==> src/rtl/reg_load_pkg.sv <==
// rtl/reg_load_pkg.sv - shared encodings and defaults for the regLoad sequencer
//
// Purpose: state encoding, regLoad select codes and default geometry used by
//          reg_load_ctrl, reg_load_reg, reg_load_frame and reg_load_ctrl_if.
// Ports:   none (package).
package reg_load_pkg;

    localparam int WIDTH_DEF = 3;   // bits per element
    localparam int N_DEF     = 2;   // elements per half-frame
    localparam int CNT_W_DEF = 8;   // completed-frame counter width

    typedef logic [1:0] state_t;
    typedef logic [1:0] load_t;

    localparam state_t S_LO   = 2'd0;
    localparam state_t S_HI   = 2'd1;
    localparam state_t S_FULL = 2'd2;

    localparam load_t LOAD_NONE = 2'b00;
    localparam load_t LOAD_LO   = 2'b01;
    localparam load_t LOAD_HI   = 2'b10;

    function automatic int half_bits(input int width, input int n);
        return width * n;
    endfunction

endpackage

==> src/rtl/reg_load_ctrl_if.sv <==
// rtl/reg_load_ctrl_if.sv - half-frame input, regLoad drive and frame output bundle
//
// Purpose: groups the upstream handshake, flush, regLoad select/data and the
//          merge-side handshake plus status.
// Ports:   slave  - seen by the controller (in_valid/in_data/flush/out_ready in)
//          master - seen by the upstream source / merge stage
interface reg_load_ctrl_if #(
    parameter int WIDTH = reg_load_pkg::WIDTH_DEF,
    parameter int N     = reg_load_pkg::N_DEF,
    parameter int CNT_W = reg_load_pkg::CNT_W_DEF
) ();

    logic                     in_valid;
    logic                     in_ready;
    logic [N*WIDTH-1:0]       in_data;
    logic                     flush;
    logic [1:0]               load;
    logic [2*N*WIDTH-1:0]     inba;
    logic                     out_valid;
    logic                     out_ready;
    logic [CNT_W-1:0]         frame_cnt;
    logic                     busy;

    modport slave (
        input  in_valid, in_data, flush, out_ready,
        output in_ready, load, inba, out_valid, frame_cnt, busy
    );

    modport master (
        output in_valid, in_data, flush, out_ready,
        input  in_ready, load, inba, out_valid, frame_cnt, busy
    );

endinterface

==> src/rtl/reg_load_frame.sv <==
// rtl/reg_load_frame.sv - controller plus regLoad, exposing y to the merge stage
//
// Purpose: integration wrapper tying reg_load_ctrl to the regLoad register.
// Ports:   clk - system clock
//          rst - asynchronous active-high reset
//          bus - reg_load_ctrl_if.slave
//          y   - full 2N-element frame, valid while bus.out_valid is high
module reg_load_frame
    import reg_load_pkg::*;
#(
    parameter int WIDTH = WIDTH_DEF,
    parameter int N     = N_DEF,
    parameter int CNT_W = CNT_W_DEF
) (
    input  logic                 clk,
    input  logic                 rst,
    reg_load_ctrl_if.slave       bus,
    output logic [2*N*WIDTH-1:0] y
);

    reg_load_ctrl #(
        .WIDTH (WIDTH),
        .N     (N),
        .CNT_W (CNT_W)
    ) u_ctrl (
        .clk (clk),
        .rst (rst),
        .bus (bus)
    );

    reg_load_reg #(
        .WIDTH (WIDTH),
        .N     (N)
    ) u_reg (
        .clk  (clk),
        .load (bus.load),
        .inba (bus.inba),
        .y    (y)
    );

endmodule

==> src/rtl/reg_load_reg.sv <==
// rtl/reg_load_reg.sv - regLoad half-word register
//
// Purpose: 2N-element register written one half at a time by the load select.
// Ports:   clk  - system clock
//          load - 01 writes lower half, 10 writes upper half, else hold
//          inba - {in_data, in_data}; each half is taken from its own lane
//          y    - full frame {upper, lower} presented to the merge stage
module reg_load_reg
    import reg_load_pkg::*;
#(
    parameter int WIDTH = WIDTH_DEF,
    parameter int N     = N_DEF
) (
    input  logic                 clk,
    input  logic [1:0]           load,
    input  logic [2*N*WIDTH-1:0] inba,
    output logic [2*N*WIDTH-1:0] y
);

    localparam int HALF_W = half_bits(WIDTH, N);

    // Data register only: after a reset the content is stale but the
    // controller never presents it until both halves are rewritten.
    always_ff @(posedge clk) begin
        case (load)
            LOAD_LO: y[HALF_W-1:0]        <= inba[HALF_W-1:0];
            LOAD_HI: y[2*HALF_W-1:HALF_W] <= inba[2*HALF_W-1:HALF_W];
            default: y                    <= y;
        endcase
    end

endmodule

==> src/rtl/reg_load_ctrl.sv <==
// rtl/reg_load_ctrl.sv - sequencer loading half-frames into regLoad
//
// Purpose: accepts lower then upper half-frames, drives regLoad's select and
//          data bus, and hands the completed frame to the merge stage.
// Ports:   clk - system clock, rising edge
//          rst - asynchronous active-high reset
//          bus - reg_load_ctrl_if.slave (handshakes, flush, load, inba,
//                out_valid, frame_cnt, busy)
module reg_load_ctrl
    import reg_load_pkg::*;
#(
    parameter int WIDTH = WIDTH_DEF,
    parameter int N     = N_DEF,
    parameter int CNT_W = CNT_W_DEF
) (
    input  logic           clk,
    input  logic           rst,
    reg_load_ctrl_if.slave bus
);

    localparam int HALF_W = half_bits(WIDTH, N);

    logic [1:0]        state;
    logic [1:0]        state_nxt;
    logic [1:0]        load_c;
    logic              in_ready_c;
    logic              hand_off;
    logic              out_valid_q;
    logic [CNT_W-1:0]  cnt_q;
    logic [HALF_W-1:0] half;

    // Select and ready are combinational so regLoad captures on the same
    // edge as the accepting handshake.
    always_comb begin
        state_nxt  = state;
        load_c     = LOAD_NONE;
        in_ready_c = 1'b0;
        hand_off   = 1'b0;
        if (!rst) begin
            case (state)
                S_LO: begin
                    in_ready_c = 1'b1;
                    if (bus.in_valid) begin
                        load_c    = LOAD_LO;
                        state_nxt = S_HI;
                    end
                end
                S_HI: begin
                    // Flush beats a simultaneous upper half: nothing loads.
                    if (bus.flush) begin
                        state_nxt = S_LO;
                    end else begin
                        in_ready_c = 1'b1;
                        if (bus.in_valid) begin
                            load_c    = LOAD_HI;
                            state_nxt = S_FULL;
                        end
                    end
                end
                S_FULL: begin
                    // Overwriting the lower half is safe only on the edge the
                    // consumer takes the old frame, so ready follows out_ready.
                    in_ready_c = bus.out_ready;
                    if (bus.out_ready) begin
                        hand_off = 1'b1;
                        if (bus.in_valid) begin
                            load_c    = LOAD_LO;
                            state_nxt = S_HI;
                        end else begin
                            state_nxt = S_LO;
                        end
                    end
                end
                default: state_nxt = S_LO;
            endcase
        end
    end

    always_ff @(posedge clk or posedge rst) begin
        if (rst) begin
            state       <= S_LO;
            out_valid_q <= 1'b0;
            cnt_q       <= '0;
        end else begin
            state       <= state_nxt;
            out_valid_q <= (state_nxt == S_FULL);
            if (hand_off) begin
                cnt_q <= cnt_q + 1'b1;
            end
        end
    end

    assign half          = bus.in_data;
    assign bus.inba      = {half, half};
    assign bus.load      = load_c;
    assign bus.in_ready  = in_ready_c;
    assign bus.out_valid = out_valid_q;
    assign bus.frame_cnt = cnt_q;
    assign bus.busy      = (state != S_LO);

endmodule

==> src/flat_wrapper.sv <==
// flat-port wrapper written by rule: the top's interface ports become plain ports
module reg_load_frame_flat import reg_load_pkg::*;
#(
    parameter int WIDTH = WIDTH_DEF,
    parameter int N     = N_DEF,
    parameter int CNT_W = CNT_W_DEF
)
  (clk, rst, y, bus_in_valid, bus_in_data, bus_flush, bus_out_ready, bus_in_ready, bus_load, bus_inba, bus_out_valid, bus_frame_cnt, bus_busy);
  reg_load_ctrl_if #(.WIDTH(WIDTH), .N(N), .CNT_W(CNT_W)) bus_i ();
  input  logic clk;
  input  logic rst;
  output logic [2*N*WIDTH-1:0] y;
  input wire logic [$bits(bus_i.in_valid)-1:0] bus_in_valid;
  input wire logic [$bits(bus_i.in_data)-1:0] bus_in_data;
  input wire logic [$bits(bus_i.flush)-1:0] bus_flush;
  input wire logic [$bits(bus_i.out_ready)-1:0] bus_out_ready;
  output wire logic [$bits(bus_i.in_ready)-1:0] bus_in_ready;
  output wire logic [$bits(bus_i.load)-1:0] bus_load;
  output wire logic [$bits(bus_i.inba)-1:0] bus_inba;
  output wire logic [$bits(bus_i.out_valid)-1:0] bus_out_valid;
  output wire logic [$bits(bus_i.frame_cnt)-1:0] bus_frame_cnt;
  output wire logic [$bits(bus_i.busy)-1:0] bus_busy;
  assign bus_i.in_valid = bus_in_valid;
  assign bus_i.in_data = bus_in_data;
  assign bus_i.flush = bus_flush;
  assign bus_i.out_ready = bus_out_ready;
  assign bus_in_ready = bus_i.in_ready;
  assign bus_load = bus_i.load;
  assign bus_inba = bus_i.inba;
  assign bus_out_valid = bus_i.out_valid;
  assign bus_frame_cnt = bus_i.frame_cnt;
  assign bus_busy = bus_i.busy;
  reg_load_frame #(.WIDTH(WIDTH), .N(N), .CNT_W(CNT_W)) u_core (.clk(clk), .rst(rst), .bus(bus_i), .y(y));
endmodule
==> config.mk <==
export PLATFORM = sky130hd
export DESIGN_NAME = reg_load_frame_flat
export DESIGN_NICKNAME = d
export VERILOG_FILES = /design/src/rtl/reg_load_pkg.sv /design/src/rtl/reg_load_ctrl_if.sv /design/src/rtl/reg_load_frame.sv /design/src/rtl/reg_load_reg.sv /design/src/rtl/reg_load_ctrl.sv /design/src/flat_wrapper.sv
export SDC_FILE = /design/constraint.sdc
export NUM_CORES = 1
export LEC_CHECK = 0
export CORE_ASPECT_RATIO = 0.6
export CORE_MARGIN = 10
export CORE_UTILIZATION = 40
export DETAILED_ROUTE_END_ITERATION = 10
export GPL_ROUTABILITY_DRIVEN = 1
export MAX_ROUTING_LAYER = met4
export PLACE_DENSITY_LB_ADDON = 0.1
export SLEW_MARGIN = 5
export SYNTH_ARGS = -nofsm -noshare
export SYNTH_HDL_FRONTEND = slang
export SYNTH_SLANG_ARGS = --single-unit
==> constraint.sdc <==
create_clock -name clk -period 1.65 [get_ports clk]
set_input_delay 0.495 -clock clk [delete_from_list [all_inputs] [get_ports clk]]
set_output_delay 0.495 -clock clk [all_outputs]
set_load 0.02 [all_outputs]
# After elaboration in Yosys (flattened, before gate mapping)
# Index checks and enable logic that the tools add are counted.
dict set report classes {
  n_mux 18
  order_cmp 0
  bitwise 0
  n_eq_ne 5
  mul 0
  addsub 1
  n_reduce_logical 2
  shifts 0
  n_div 0
}
# operator count
set op_table {}
lappend op_table {{2-bit two-way mux} 9}
lappend op_table {{2-bit case mux with 3 select lines} 2}
lappend op_table {{8-bit by 1-bit adder with 8-bit output (second input constant)} 1}
lappend op_table {{2-bit equality test (second input constant)} 3}
lappend op_table {{1-bit two-way mux} 6}
lappend op_table {{2-bit by 1-bit equality test with 1-bit output (second input constant)} 2}
lappend op_table {{1-bit case mux with 3 select lines} 1}
lappend op_table {{2-bit logical NOT} 1}
lappend op_table {{2-bit nonzero test} 1}
dict set report totals {
  inputBits 11
  ff_bits 23
  memories 0
  out_inout_bits 37
  mem_bits_ro 0
  ram_bits 0
  latch_bits 0
  wordCells 31
}

# Longest topological paths before layout
# Gate-level depths: netlist of run 1.
dict set report depth {
  ltp_word 5
  mapped_depth 4
  mapped_depth_nobuf 4
}

# Modules after synthesis
# Synthesis of run 1 repeated with hierarchy kept, for this count alone.
dict set report hier_totals {
  hier_cells 81
  area_unflattened_um2 1027.2
}
# module cells_per_inst instances area_each_um2 seq_area_each_um2
set modules_own_cells {}
lappend modules_own_cells {reg_load_ctrl 67 1 651.9 275.3}
lappend modules_own_cells {reg_load_reg 14 1 375.4 360.3}

# Worst setup path after synthesis of run 1
# OpenSTA, ideal clock, no wires.
dict set report synth_timing {
  kind {input -> output}
  start {input port bus_in_valid}
  end {output port bus_load[0]}
  stages 2
  n_path_buf 0
  arrival_time_ns 1.225
  setup_slack_ns -0.070
  t_required_ns 1.155
  cell_sequence {nor2b_1 > nor3b_1}
}
dict set report synth_between {
  elab_chain_len 4
}
# element line
set synth_rtl {}
lappend synth_rtl {{from (decl)} flat_wrapper.sv:13} ;# input wire logic [$bits(bus_i.in_valid)-1:0] bus_in_valid;
lappend synth_rtl {{1-bit two-way mux *} {reg_load_ctrl.sv:43, reg_load_ctrl.sv:66}}
lappend synth_rtl {{2-bit two-way mux} reg_load_ctrl.sv:64} ;# if (bus.out_ready) begin
lappend synth_rtl {{2-bit case mux with 3 select lines *} reg_load_ctrl.sv:40} ;# case (state)
lappend synth_rtl {{2-bit two-way mux *} reg_load_ctrl.sv:39} ;# if (!rst) begin
lappend synth_rtl {{to (decl)} flat_wrapper.sv:18} ;# output wire logic [$bits(bus_i.load)-1:0] bus_load;
# Mark *: on every way between the ends. The rest lies on a longest branch, timed or not.

# Final worst setup path of run 1
dict set report layout_timing {
  start {register u_core.u_ctrl.state[1]}
  end {output port bus_busy}
}
dict set report layout_between {
  elab_chain_len 1
}
# element line
set layout_rtl {}
lappend layout_rtl {{from (decl)} reg_load_ctrl.sv:23} ;# logic [1:0] state;
lappend layout_rtl {{from (signal assigned)} reg_load_ctrl.sv:85} ;# state <= state_nxt;
lappend layout_rtl {{2-bit nonzero test} reg_load_ctrl.sv:99} ;# assign bus.busy = (state != S_LO);
lappend layout_rtl {{to (decl)} flat_wrapper.sv:22} ;# output wire logic [$bits(bus_i.busy)-1:0] bus_busy;
# Every way passes these cells.

==> impl_metrics.toml, run 1 <==
[yosys]
synthMuxAreaShare_pct = 0
synth-seq-cells = 23
ys.warnings.count = 0
syn_area_per_cell_um2 = 12.95
synthFlopType = "edfxtp_1"
synth.cell_area_um2 = 1036
synthCells = 80
synth_top_family_by_area = "simple AND/OR/NAND/NOR gates"
synth_seq_area_share_pct = 61.35
synth_xor_area_share_pct = 5.918
yosysUniqueCellTypes = 23
yosys.area_share.adder_pct = 1.208
synth_edf_count = 12
async_flop_share_pct = 47.83
synthesis.nets = 92
synth-simple-area-share_pct = 17.75
synth-compound-area-share_pct = 2.536

[sta]
grt_setup_unrepaired = "yes"
relSlewSlack_pct = 82.09
worst_pin_slew_ps = 268.6
setup_viol = 4
setup_ws_ps = -153.3
finalMaxSlewViolations = 0
finalCriticalPeriod_ps = 1803
finalCritPeriodShare_pct = 109.3
fmax_ghz = 0.5546
final_hold_viol_count = 0
fin_skew_ps = 3.124

[critical_path]
reg2reg_depth = 7
required_ps = 1150
startpoint_type = "flop"
worstSetupPathType = "flop to output port"
worst-path-max-fanout = 3
crit_arrival_ps = 1310
critPathCaptureType = "output port"

[power_and_ir_drop]
ir_drop_v = 0.0006640
leakage_nw = 0.8524
p_per_area_nw_per_um2 = 863.3

[floorplan]
core_um2 = 2487
dieWidth_um = 85.70
ios = 48
fp-row-count = 14
initial_core_util_pct = 41.65
fp.dieArea_um2 = 5092
dieHeight_um = 59.42

[finish]
antenna_cells = 0
layout_commonest_cell = "dlygate4sd2_1"
drive_gt1_share_pct = 36.88
num-nets-final = 154
utilization_pct = 68.51
stdcell_count = 173
syn_to_final_growth_pct = 64.49
layout_common_cells = "dlygate4sd2_1, buf_4, buf_6, edfxtp_1, dfrtp_1"

[place]
dp_cells = 163
dp_hpwl_um = 2094
gp_congestion = 0.8025
place_ws_ps = -870.2
portBuffers = 47

[global_route]
global_route.overflow_total = 0
grt_use_total_pct = 11.33
grt_pass1_wl_um = 4340
grt_max_degree = 14
antenna_found_initial = 0
grt_pass1_vias = 824

[status]
status = "finished with violations"
violations = "setup timing"

[cts]
tritoncts = "yes"
cts-buffers-inserted = 3
clock_sinks = 23
clock_latency_ps = 260
clkTransAtPathRegs_ps = 80
cts_max_level = 1
cts_root_buffer = "clkbuf_8"
cts.path.max_buffers = 2

[drt]
dr.first_iter.drc_count = 16
drt_wl_total_um = 2698
vias = 791
via_per_inst = 4.572
drt-wirelength-per-cell_um = 15.60
route.detailed.drc = 0
first_pass_iters = 4
detail-route-antenna-nets = 0

[min_path]
holdPathStages = 1
hp-class = "flop to flop"

[job]
cap_violations = 0
logic make-up after synthesis:
logic type | count (synthesis)
and+or+nand+nor | 28
DFF | 23
buffers and inverters | 17
xor gates and xnor gates | 7
AOI/OAI and AO/OA | 4
adders and majority gates | 1
cell usage after synthesis, types with 2 or more instances:
| cell | count | area (um^2) |
|---|---|---|
| nand3_1 | 2 | 10.01 |
| nand2_1 | 9 | 33.78 |
| buf_4 | 12 | 90.09 |
| edfxtp_1 | 12 | 360.4 |
| inv_1 | 4 | 15.01 |
| xor2_1 | 3 | 26.28 |
| nand4_1 | 2 | 12.51 |
| o21ai_0 | 2 | 10.01 |
| dfrtp_1 | 11 | 275.3 |
| nor2_1 | 3 | 11.26 |
| nor3b_1 | 2 | 15.01 |
| xnor2_1 | 4 | 35.03 |
| nor2b_1 | 2 | 12.51 |
| nor3_1 | 3 | 15.01 |
final timing paths:
| check | from | slack (ps) | end |
|---|---|---|---|
| worst max-delay path | u_core.u_ctrl.state[1]$_DFF_PP0_ | -150 | bus_busy |
| worst min-delay path | u_core.u_ctrl.bus.frame_cnt[7]$_DFFE_PP0P_ | 460 | u_core.u_ctrl.bus.frame_cnt[7]$_DFFE_PP0P_ |
| worst max register to register | u_core.u_ctrl.state[1]$_DFF_PP0_ | 50 | u_core.u_reg.y[8]$_DFFE_PN_ |
| worst min register to register | u_core.u_ctrl.bus.frame_cnt[7]$_DFFE_PP0P_ | 460 | u_core.u_ctrl.bus.frame_cnt[7]$_DFFE_PP0P_ |
| max in group asynchronous | rst | 900 | u_core.u_ctrl.bus.frame_cnt[7]$_DFFE_PP0P_ |
| min in group asynchronous | rst | 590 | u_core.u_ctrl.state[0]$_DFF_PP0_ |
registers in the layout (all words and copies together), names as in the netlist:
signal,flops
u_core.u_ctrl.state,2
u_core.u_ctrl.bus.out_valid,1
u_core.u_reg.y,12
u_core.u_ctrl.bus.frame_cnt,8
critical path: stages, from the launching register on:
cell and delay, ps:
dfrtp_1 430, buf_6 140, buf_6 100, or2_4 240
buf_6 130
what timing repair did:
item | 4_1_cts | 5_1_grt
pin swaps | 4 | 2
gates cloned | 0 | 0
gates resized for setup | 123 | 7
hold buffers | 0 | 0
hold endpoints to repair | 0 | 0
endpoints found under the setup margin | 43 | 16
buffers inserted | 5 | 1
layer usage:
metal | up-vias | GRT usage, % | wire length (um)
met5 | - | - | 0
met4 | 0 | 2.804 | 11
met3 | 2 | 6.319 | 263
met2 | 31 | 17.55 | 1249
met1 | 374 | 12.48 | 1174
li1 | 384 | - | -
per-stage QoR:
stage / hold WS [ps] / cell area, um^2 / setup TNS, ps / power [mW]
after global placement: 455.3 / 1578 / -12230 / 1.118
after detailed placement: 461.4 / 1578 / -13280 / 1.128
after floorplan: 364.2 / 1041 / 0 / 0.9103
after global routing: 480.8 / 1704 / -759.7 / 1.546
after CTS: 469.3 / 1673 / -456.9 / 1.482
final: 461.1 / 1704 / -477.6 / 1.471
cell type report:
class / instances / area [um^2]
Multi-Input combinational cell: 40 / 325.3
Clock inverter: 1 / 5.005
Tap cell: 32 / 40.04
Inverter: 4 / 18.77
Sequential cell: 23 / 635.6
Clock buffer: 3 / 41.29
Fill cell: 186 / 783.3
Timing Repair Buffer: 70 / 638.1
where the power goes:
part / total [mW] / switching (mW) / leakage, nW / internal, mW
logic: 0.440 / 0.225 / 0.568 / 0.215
clock network: 0.347 / 0.178 / 0.0255 / 0.169
registers: 0.685 / 0.0335 / 0.259 / 0.651
total: 1.47 / 0.436 / 0.852 / 1.03
Power figures use the tool's default switching activity.
==> inputs of run 2 (changes only) <==
- GPL_ROUTABILITY_DRIVEN: 1 -> default
==> results of run 2 <==
The final DEF is identical to that of run 1; final timing and power are the same.
